**src/rtl/muldiv_issue_if.sv**
```systemverilog
// Bundles the pipeline-side and unit-side signals of the M-extension issue
// logic. The issue block takes the slave view; its environment (pipeline plus
// the iterative mul/div unit) takes the master view.
interface muldiv_issue_if;
    // pipeline side
    logic        op_valid;
    logic [2:0]  funct3;
    logic [31:0] rs1;
    logic [31:0] rs2;
    logic        pipe_stall;
    logic [31:0] rd_data;
    logic        rd_valid;
    // iterative unsigned mul/div unit side
    logic        mu_execute;
    logic        mu_div;
    logic [31:0] mu_a;
    logic [31:0] mu_b;
    logic        mu_ready;
    logic [63:0] mu_result;
    logic        mu_stall;

    modport slave (
        input  op_valid, funct3, rs1, rs2, mu_ready, mu_result,
        output pipe_stall, rd_data, rd_valid,
        output mu_execute, mu_div, mu_a, mu_b, mu_stall
    );

    modport master (
        output op_valid, funct3, rs1, rs2, mu_ready, mu_result,
        input  pipe_stall, rd_data, rd_valid,
        input  mu_execute, mu_div, mu_a, mu_b, mu_stall
    );
endinterface

```
**src/rtl/muldiv_issue.sv**
```systemverilog
// Issue/fix-up wrapper around an iterative unsigned mul/div unit. Converts
// signed RISC-V M-extension operands to magnitudes, handles the divide corner
// cases locally, and applies sign correction to the unsigned result.
module muldiv_issue (
    input  logic           Clk,
    input  logic           Reset_n,
    muldiv_issue_if.slave  bus
);

    typedef enum logic [2:0] {
        IDLE  = 3'd0,
        ISSUE = 3'd1,
        WAIT  = 3'd2,
        FIXUP = 3'd3,
        RESP  = 3'd4
    } state_t;

    state_t      state_r;
    state_t      next_state_s;

    logic [2:0]  funct3_r;
    logic        neg_a_r;
    logic        neg_b_r;
    logic        mu_div_r;
    logic [31:0] mu_a_r;
    logic [31:0] mu_b_r;
    logic [63:0] res_r;
    logic [31:0] rd_data_r;

    logic        a_signed_s;
    logic        b_signed_s;
    logic        neg_a_s;
    logic        neg_b_s;
    logic        div_zero_s;
    logic        div_ovf_s;
    logic        special_s;
    logic [31:0] special_result_s;
    logic [63:0] product_s;
    logic [31:0] quot_s;
    logic [31:0] rem_s;
    logic [31:0] fixup_result_s;
    logic        mu_execute_s;
    logic        mu_stall_s;
    logic        pipe_stall_s;
    logic        rd_valid_s;

    // Two's-complement magnitude; 0x80000000 stays 0x80000000 naturally.
    function automatic logic [31:0] magnitude(input logic [31:0] x, input logic neg);
        return neg ? (~x + 32'd1) : x;
    endfunction

    // Signedness, special-case detection and bypass result from live operands.
    always_comb begin
        a_signed_s = (bus.funct3 != 3'd3) && (bus.funct3 != 3'd5) && (bus.funct3 != 3'd7);
        b_signed_s = (bus.funct3 == 3'd0) || (bus.funct3 == 3'd1) ||
                     (bus.funct3 == 3'd4) || (bus.funct3 == 3'd6);
        neg_a_s    = a_signed_s && bus.rs1[31];
        neg_b_s    = b_signed_s && bus.rs2[31];
        div_zero_s = bus.funct3[2] && (bus.rs2 == 32'd0);
        div_ovf_s  = ((bus.funct3 == 3'd4) || (bus.funct3 == 3'd6)) &&
                     (bus.rs1 == 32'h8000_0000) && (bus.rs2 == 32'hFFFF_FFFF);
        special_s  = div_zero_s || div_ovf_s;
        if (div_zero_s) begin
            special_result_s = bus.funct3[1] ? bus.rs1 : 32'hFFFF_FFFF;
        end else begin
            special_result_s = bus.funct3[1] ? 32'd0 : 32'h8000_0000;
        end
    end

    // Sign correction of the captured unit result and final word selection.
    always_comb begin
        product_s = (neg_a_r ^ neg_b_r) ? (~res_r + 64'd1) : res_r;
        quot_s    = (neg_a_r ^ neg_b_r) ? (~res_r[31:0] + 32'd1) : res_r[31:0];
        rem_s     = neg_a_r ? (~res_r[63:32] + 32'd1) : res_r[63:32];
        case (funct3_r)
            3'd0:                fixup_result_s = product_s[31:0];
            3'd1, 3'd2, 3'd3:    fixup_result_s = product_s[63:32];
            3'd4, 3'd5:          fixup_result_s = quot_s;
            3'd6, 3'd7:          fixup_result_s = rem_s;
            default:             fixup_result_s = 32'd0;
        endcase
    end

    // FSM state register.
    always_ff @(posedge Clk) begin
        if (!Reset_n) begin
            state_r <= IDLE;
        end else begin
            state_r <= next_state_s;
        end
    end

    // FSM next-state logic; op_valid only matters in IDLE.
    always_comb begin
        next_state_s = state_r;
        case (state_r)
            IDLE: begin
                if (bus.op_valid) begin
                    next_state_s = special_s ? RESP : ISSUE;
                end else begin
                    next_state_s = IDLE;
                end
            end
            ISSUE:   next_state_s = WAIT;
            WAIT: begin
                if (bus.mu_ready) begin
                    next_state_s = FIXUP;
                end else begin
                    next_state_s = WAIT;
                end
            end
            FIXUP:   next_state_s = RESP;
            RESP:    next_state_s = IDLE;
            default: next_state_s = IDLE;
        endcase
    end

    // FSM output decode; mu_stall drops in the WAIT cycle that sees mu_ready.
    always_comb begin
        mu_execute_s = 1'b0;
        mu_stall_s   = 1'b0;
        pipe_stall_s = 1'b0;
        rd_valid_s   = 1'b0;
        case (state_r)
            IDLE:  pipe_stall_s = bus.op_valid;
            ISSUE: begin
                mu_execute_s = 1'b1;
                mu_stall_s   = 1'b1;
                pipe_stall_s = 1'b1;
            end
            WAIT: begin
                mu_stall_s   = ~bus.mu_ready;
                pipe_stall_s = 1'b1;
            end
            FIXUP: pipe_stall_s = 1'b1;
            RESP:  rd_valid_s   = 1'b1;
            default: begin
                mu_execute_s = 1'b0;
                mu_stall_s   = 1'b0;
                pipe_stall_s = 1'b0;
                rd_valid_s   = 1'b0;
            end
        endcase
    end

    // Operand latch on acceptance, unit result capture, and result register.
    always_ff @(posedge Clk) begin
        if (!Reset_n) begin
            funct3_r  <= 3'd0;
            neg_a_r   <= 1'b0;
            neg_b_r   <= 1'b0;
            mu_div_r  <= 1'b0;
            mu_a_r    <= 32'd0;
            mu_b_r    <= 32'd0;
            res_r     <= 64'd0;
            rd_data_r <= 32'd0;
        end else begin
            if ((state_r == IDLE) && bus.op_valid) begin
                funct3_r <= bus.funct3;
                neg_a_r  <= neg_a_s;
                neg_b_r  <= neg_b_s;
                mu_div_r <= bus.funct3[2];
                mu_a_r   <= magnitude(bus.rs1, neg_a_s);
                mu_b_r   <= magnitude(bus.rs2, neg_b_s);
                if (special_s) begin
                    rd_data_r <= special_result_s;
                end
            end
            if ((state_r == WAIT) && bus.mu_ready) begin
                res_r <= bus.mu_result;
            end
            if (state_r == FIXUP) begin
                rd_data_r <= fixup_result_s;
            end
        end
    end

    assign bus.mu_execute = mu_execute_s;
    assign bus.mu_stall   = mu_stall_s;
    assign bus.pipe_stall = pipe_stall_s;
    assign bus.rd_valid   = rd_valid_s;
    assign bus.rd_data    = rd_data_r;
    assign bus.mu_div     = mu_div_r;
    assign bus.mu_a       = mu_a_r;
    assign bus.mu_b       = mu_b_r;

endmodule

```
**src/flat_wrapper.sv**
```systemverilog
// flat-port wrapper written by rule: the top's interface ports become plain ports
module muldiv_issue_flat 
  (Clk, Reset_n, bus_op_valid, bus_funct3, bus_rs1, bus_rs2, bus_mu_ready, bus_mu_result, bus_pipe_stall, bus_rd_data, bus_rd_valid, bus_mu_execute, bus_mu_div, bus_mu_a, bus_mu_b, bus_mu_stall);
  muldiv_issue_if bus_i ();
  input  logic Clk;
  input  logic Reset_n;
  input wire logic [$bits(bus_i.op_valid)-1:0] bus_op_valid;
  input wire logic [$bits(bus_i.funct3)-1:0] bus_funct3;
  input wire logic [$bits(bus_i.rs1)-1:0] bus_rs1;
  input wire logic [$bits(bus_i.rs2)-1:0] bus_rs2;
  input wire logic [$bits(bus_i.mu_ready)-1:0] bus_mu_ready;
  input wire logic [$bits(bus_i.mu_result)-1:0] bus_mu_result;
  output wire logic [$bits(bus_i.pipe_stall)-1:0] bus_pipe_stall;
  output wire logic [$bits(bus_i.rd_data)-1:0] bus_rd_data;
  output wire logic [$bits(bus_i.rd_valid)-1:0] bus_rd_valid;
  output wire logic [$bits(bus_i.mu_execute)-1:0] bus_mu_execute;
  output wire logic [$bits(bus_i.mu_div)-1:0] bus_mu_div;
  output wire logic [$bits(bus_i.mu_a)-1:0] bus_mu_a;
  output wire logic [$bits(bus_i.mu_b)-1:0] bus_mu_b;
  output wire logic [$bits(bus_i.mu_stall)-1:0] bus_mu_stall;
  assign bus_i.op_valid = bus_op_valid;
  assign bus_i.funct3 = bus_funct3;
  assign bus_i.rs1 = bus_rs1;
  assign bus_i.rs2 = bus_rs2;
  assign bus_i.mu_ready = bus_mu_ready;
  assign bus_i.mu_result = bus_mu_result;
  assign bus_pipe_stall = bus_i.pipe_stall;
  assign bus_rd_data = bus_i.rd_data;
  assign bus_rd_valid = bus_i.rd_valid;
  assign bus_mu_execute = bus_i.mu_execute;
  assign bus_mu_div = bus_i.mu_div;
  assign bus_mu_a = bus_i.mu_a;
  assign bus_mu_b = bus_i.mu_b;
  assign bus_mu_stall = bus_i.mu_stall;
  muldiv_issue u_core (.Clk(Clk), .Reset_n(Reset_n), .bus(bus_i));
endmodule
```
**config.mk**
```make
export PLATFORM = sky130hd
export DESIGN_NAME = muldiv_issue_flat
export DESIGN_NICKNAME = d
export VERILOG_FILES = /design/src/rtl/muldiv_issue_if.sv /design/src/rtl/muldiv_issue.sv /design/src/flat_wrapper.sv
export SDC_FILE = /design/constraint.sdc
export NUM_CORES = 1
export LEC_CHECK = 0
export CELL_PAD_IN_SITES_DETAIL_PLACEMENT = 0
export CELL_PAD_IN_SITES_GLOBAL_PLACEMENT = 1
export CORE_MARGIN = 2
export CORE_UTILIZATION = 37
export CTS_CLUSTER_SIZE = 10
export DETAILED_ROUTE_END_ITERATION = 10
export PLACE_DENSITY = 0.81
export RECOVER_POWER = 100
export SLEW_MARGIN = 20
export SYNTH_ARGS = -nofsm -noshare
export SYNTH_HDL_FRONTEND = slang
export SYNTH_SLANG_ARGS = --single-unit
```
**constraint.sdc**
```tcl
create_clock -name Clk -period 4.6 [get_ports Clk]
set_input_delay 1.38 -clock Clk [delete_from_list [all_inputs] [get_ports Clk]]
set_output_delay 1.38 -clock Clk [all_outputs]
set_load 0.005 [all_outputs]
```
==> out/summary.json <==
{
  "clock_network": {
    "clock_tree_from_tritoncts": "yes",
    "cts.sink_count": 168,
    "cts.repair.resized": 0,
    "clk_transition_reported_paths_ns": 0.07,
    "cts-buffers-inserted": 17,
    "ctsLongestPathBuffers": 2,
    "ctsHtreeMaxLevel": 4,
    "clockRootBuffer": "sky130_fd_sc_hd__clkbuf_16",
    "cts.hold.buffers_added": 0,
    "worstSkewPairLatency_ns": 0.45,
    "setup_fix_buffers_added_after_clock_tree_synthesis": 0
  },
  "worst_setup_path": {
    "path_max_fanout": 3,
    "cp-startpoint": "bus_op_valid",
    "worstSetupEndpointType": "output port",
    "critical_path.reg2reg.startpoint": "u_core.res_r[0]",
    "worst_ep_arrival_time_ns": 2.80,
    "timing_worst_setup_path_type": "input pin to output port",
    "required_ns": 3.22,
    "crit_path_start_kind": "input pin"
  },
  "synth": {
    "yosysWarnings": 0,
    "synthDominantAreaCellType": "sky130_fd_sc_hd__dfxtp_1",
    "ys_top_cells_by_count": "sky130_fd_sc_hd__nand2_1 (215), sky130_fd_sc_hd__dfxtp_1 (168), sky130_fd_sc_hd__a21oi_1 (149), sky130_fd_sc_hd__nor2_1 (135), sky130_fd_sc_hd__clkbuf_1 (102)",
    "post_synth.cell_area_avg_um2": 7.401,
    "synth.ff_latch_count": 168,
    "synth.top_cell.area_share_pct": 32.02,
    "synthesis.area_um2": 10500,
    "async_reset_ff_share_pct": 0,
    "synth_enable_flop_cells": 0,
    "ys_top_cells_by_area": "sky130_fd_sc_hd__dfxtp_1 (32%), sky130_fd_sc_hd__nand2_1 (7.7%), sky130_fd_sc_hd__a21oi_1 (7.1%)",
    "synth-seq-area-share_pct": 32.02,
    "netlist-cell-type-count": 78,
    "postSynthNetCount": 1559,
    "synthesis.instances": 1419,
    "yosys.cell_count.top_type": "sky130_fd_sc_hd__nand2_1",
    "dominantRegCellSynth": "sky130_fd_sc_hd__dfxtp_1"
  },
  "flow_run": {
    "maxCapViolCount": 0
  },
  "pwr": {
    "power-per-cell-area_nw_per_um2": 315.2,
    "p_leak_nw": 5.101,
    "ir_drop_worst_case_vdd_v": 0.0001860
  },
  "layout": {
    "drive_gt1_share_pct": 5.901,
    "post_layout_instance_count_excluding_filler_cells": 1988,
    "layout_overhead_on_the_synthesized_area_pct": 30.90,
    "final_nets": 1737,
    "antenna_cells": 0,
    "design_area_um2": 13750,
    "post-route-util_pct": 49.35
  },
  "place": {
    "dpl.cell_count": 1956,
    "routabilityCongestion": 0.9555,
    "place_hpwl_um": 31130,
    "post_dp_cell_area_um2": 13220,
    "port_buffers": 235
  },
  "detailed_routing": {
    "average_wire_per_cell_in_the_routed_design_um": 20.54,
    "detail_route.iter0.violations": 1128,
    "number_of_iterations_in_the_first_detailed_routing_pass": 6,
    "postRouteAntennaNets": 0,
    "viasPerCell": 5.795,
    "vias": 11520,
    "detail_route.drc_violations": 0,
    "routed_wirelength_um": 40840
  },
  "sta": {
    "max_freq_mhz": 239.1,
    "final-max-slew-violation-count": 0,
    "max-slew-margin-rel_pct": 1.145,
    "rsz0062_at_grt": "false",
    "final_min_period_ns": 4.182,
    "tightest_slew_ns": 1.483,
    "setup_viol_count_final": 0,
    "finalHoldViolations": 0,
    "period_share_pct": 90.92,
    "total_negative_slack_for_setup_checks_ns": 0,
    "timing.clock.skew_ns": 0.01606
  },
  "floorplanning": {
    "die-area_um2": 29750,
    "top_level_ports": 236,
    "die_h_um": 172.5,
    "fp.dieW_um": 172.5,
    "rows": 61,
    "effective_utilization_at_floorplan_pct": 37.70,
    "coreArea_um2": 27860
  },
  "worst_hold_path": {
    "hp-class": "flop to flop",
    "hold_path_startpoint": "u_core.bus.rd_data[4]"
  },
  "status": {
    "result_of_the_run": "finished clean"
  },
  "global_route": {
    "antenna_found_initial": 0,
    "grt.total_usage_pct": 27.10,
    "grt_max_degree": 129,
    "first_global_vias": 10390,
    "grt-ovfl-total": 0,
    "grt_first_pass_wirelength_um": 61970
  }
}
report_power, final:
| part | switching (W) | leakage, nW | total (W) | internal (W) |
|---|---|---|---|---|
| clock network | 0.000709 | 0.280 | 0.00148 | 0.000774 |
| registers | 0.0000799 | 1.37 | 0.00162 | 0.00154 |
| logic | 0.000726 | 3.45 | 0.00123 | 0.000501 |
cells by family after synthesis:
family | share of synthesized area (%)
xor gates and xnor gates | 9.590
and+or+nand+nor | 25.85
muxes | 0.3812
AOI/OAI and AO/OA | 26.64
adders and majority gates | 0.5957
DFF | 32.02
buffers and inverters | 4.920
worst paths after layout:
path | endpoint | slack [ns] | cells past startpoint
max | bus_pipe_stall | 0.42 | 4
min | u_core.bus.rd_data[4] | 0.45 | 2
max reg2reg | u_core.bus.rd_data[30] | 1.26 | 9
min reg2reg | u_core.bus.rd_data[4] | 0.45 | 2
per-layer routing:
metal	part of all wire (%)	vias up	track usage (%)
li1	-	5532	-
met4	2.0	0	6.869
met5	0	-	0
met1	44	5340	37.57
met3	9.0	69	5.310
met2	45	579	43.06
layout by cell type, fill, tap and decap left out, drive strengths merged, types with 28 or more instances in the layout:
cell / instances
o31ai: 28
or4: 29
a211oi: 44
xor2: 57
nand2: 215
dlygate4sd3: 105
nor4: 33
buf: 31
o21ai: 78
a21oi: 150
nor2: 135
nor3: 29
inv: 28
dfxtp: 168
xnor2: 58
clkdlybuf4s50: 130
cell type report:
cell class              count  area [µm²]
fillers                  2796       14110
multi-input cells        1116        6604
flip-flops and latches    168        3363
repair buffers            272        2635
well taps                 378       473.0
clock buffers              18       429.2
clock inverters            14       160.2
inverters                  22       83.83
worst max-delay path, stage by stage:
cell	delay [ns]
sky130_fd_sc_hd__dlygate4sd3_1	0.58
sky130_fd_sc_hd__nor3_1	0.20
sky130_fd_sc_hd__nor2_1	0.06
sky130_fd_sc_hd__dlygate4sd3_1	0.58
sequential cells by signal, indices dropped and copies added (netlist names):
| signal | flops |
|---|---|
| u_core.state_r | 3 |
| u_core.res_r | 64 |
| u_core.bus.rd_data | 32 |
| u_core.bus.mu_a | 32 |
| u_core.bus.mu_b | 32 |
| u_core.bus.mu_div | 1 |
| u_core.funct3_r | 2 |
| u_core.neg_a_r | 1 |
| u_core.neg_b_r | 1 |
per-stage QoR:
step | worst slack, ns | power, W | hold slack [ns]
3_3_place_gp | 0.1917 | 0.002887 | 0.4402
2_1_floorplan | 0.8978 | 0.002322 | 0.4363
5_1_grt | 0.2767 | 0.004516 | 0.4658
6_report | 0.4179 | 0.004333 | 0.4505
4_1_cts | 0.5960 | 0.004363 | 0.4565
3_5_place_dp | 0.1843 | 0.002894 | 0.4473
(Power assumes the default switching activity.)
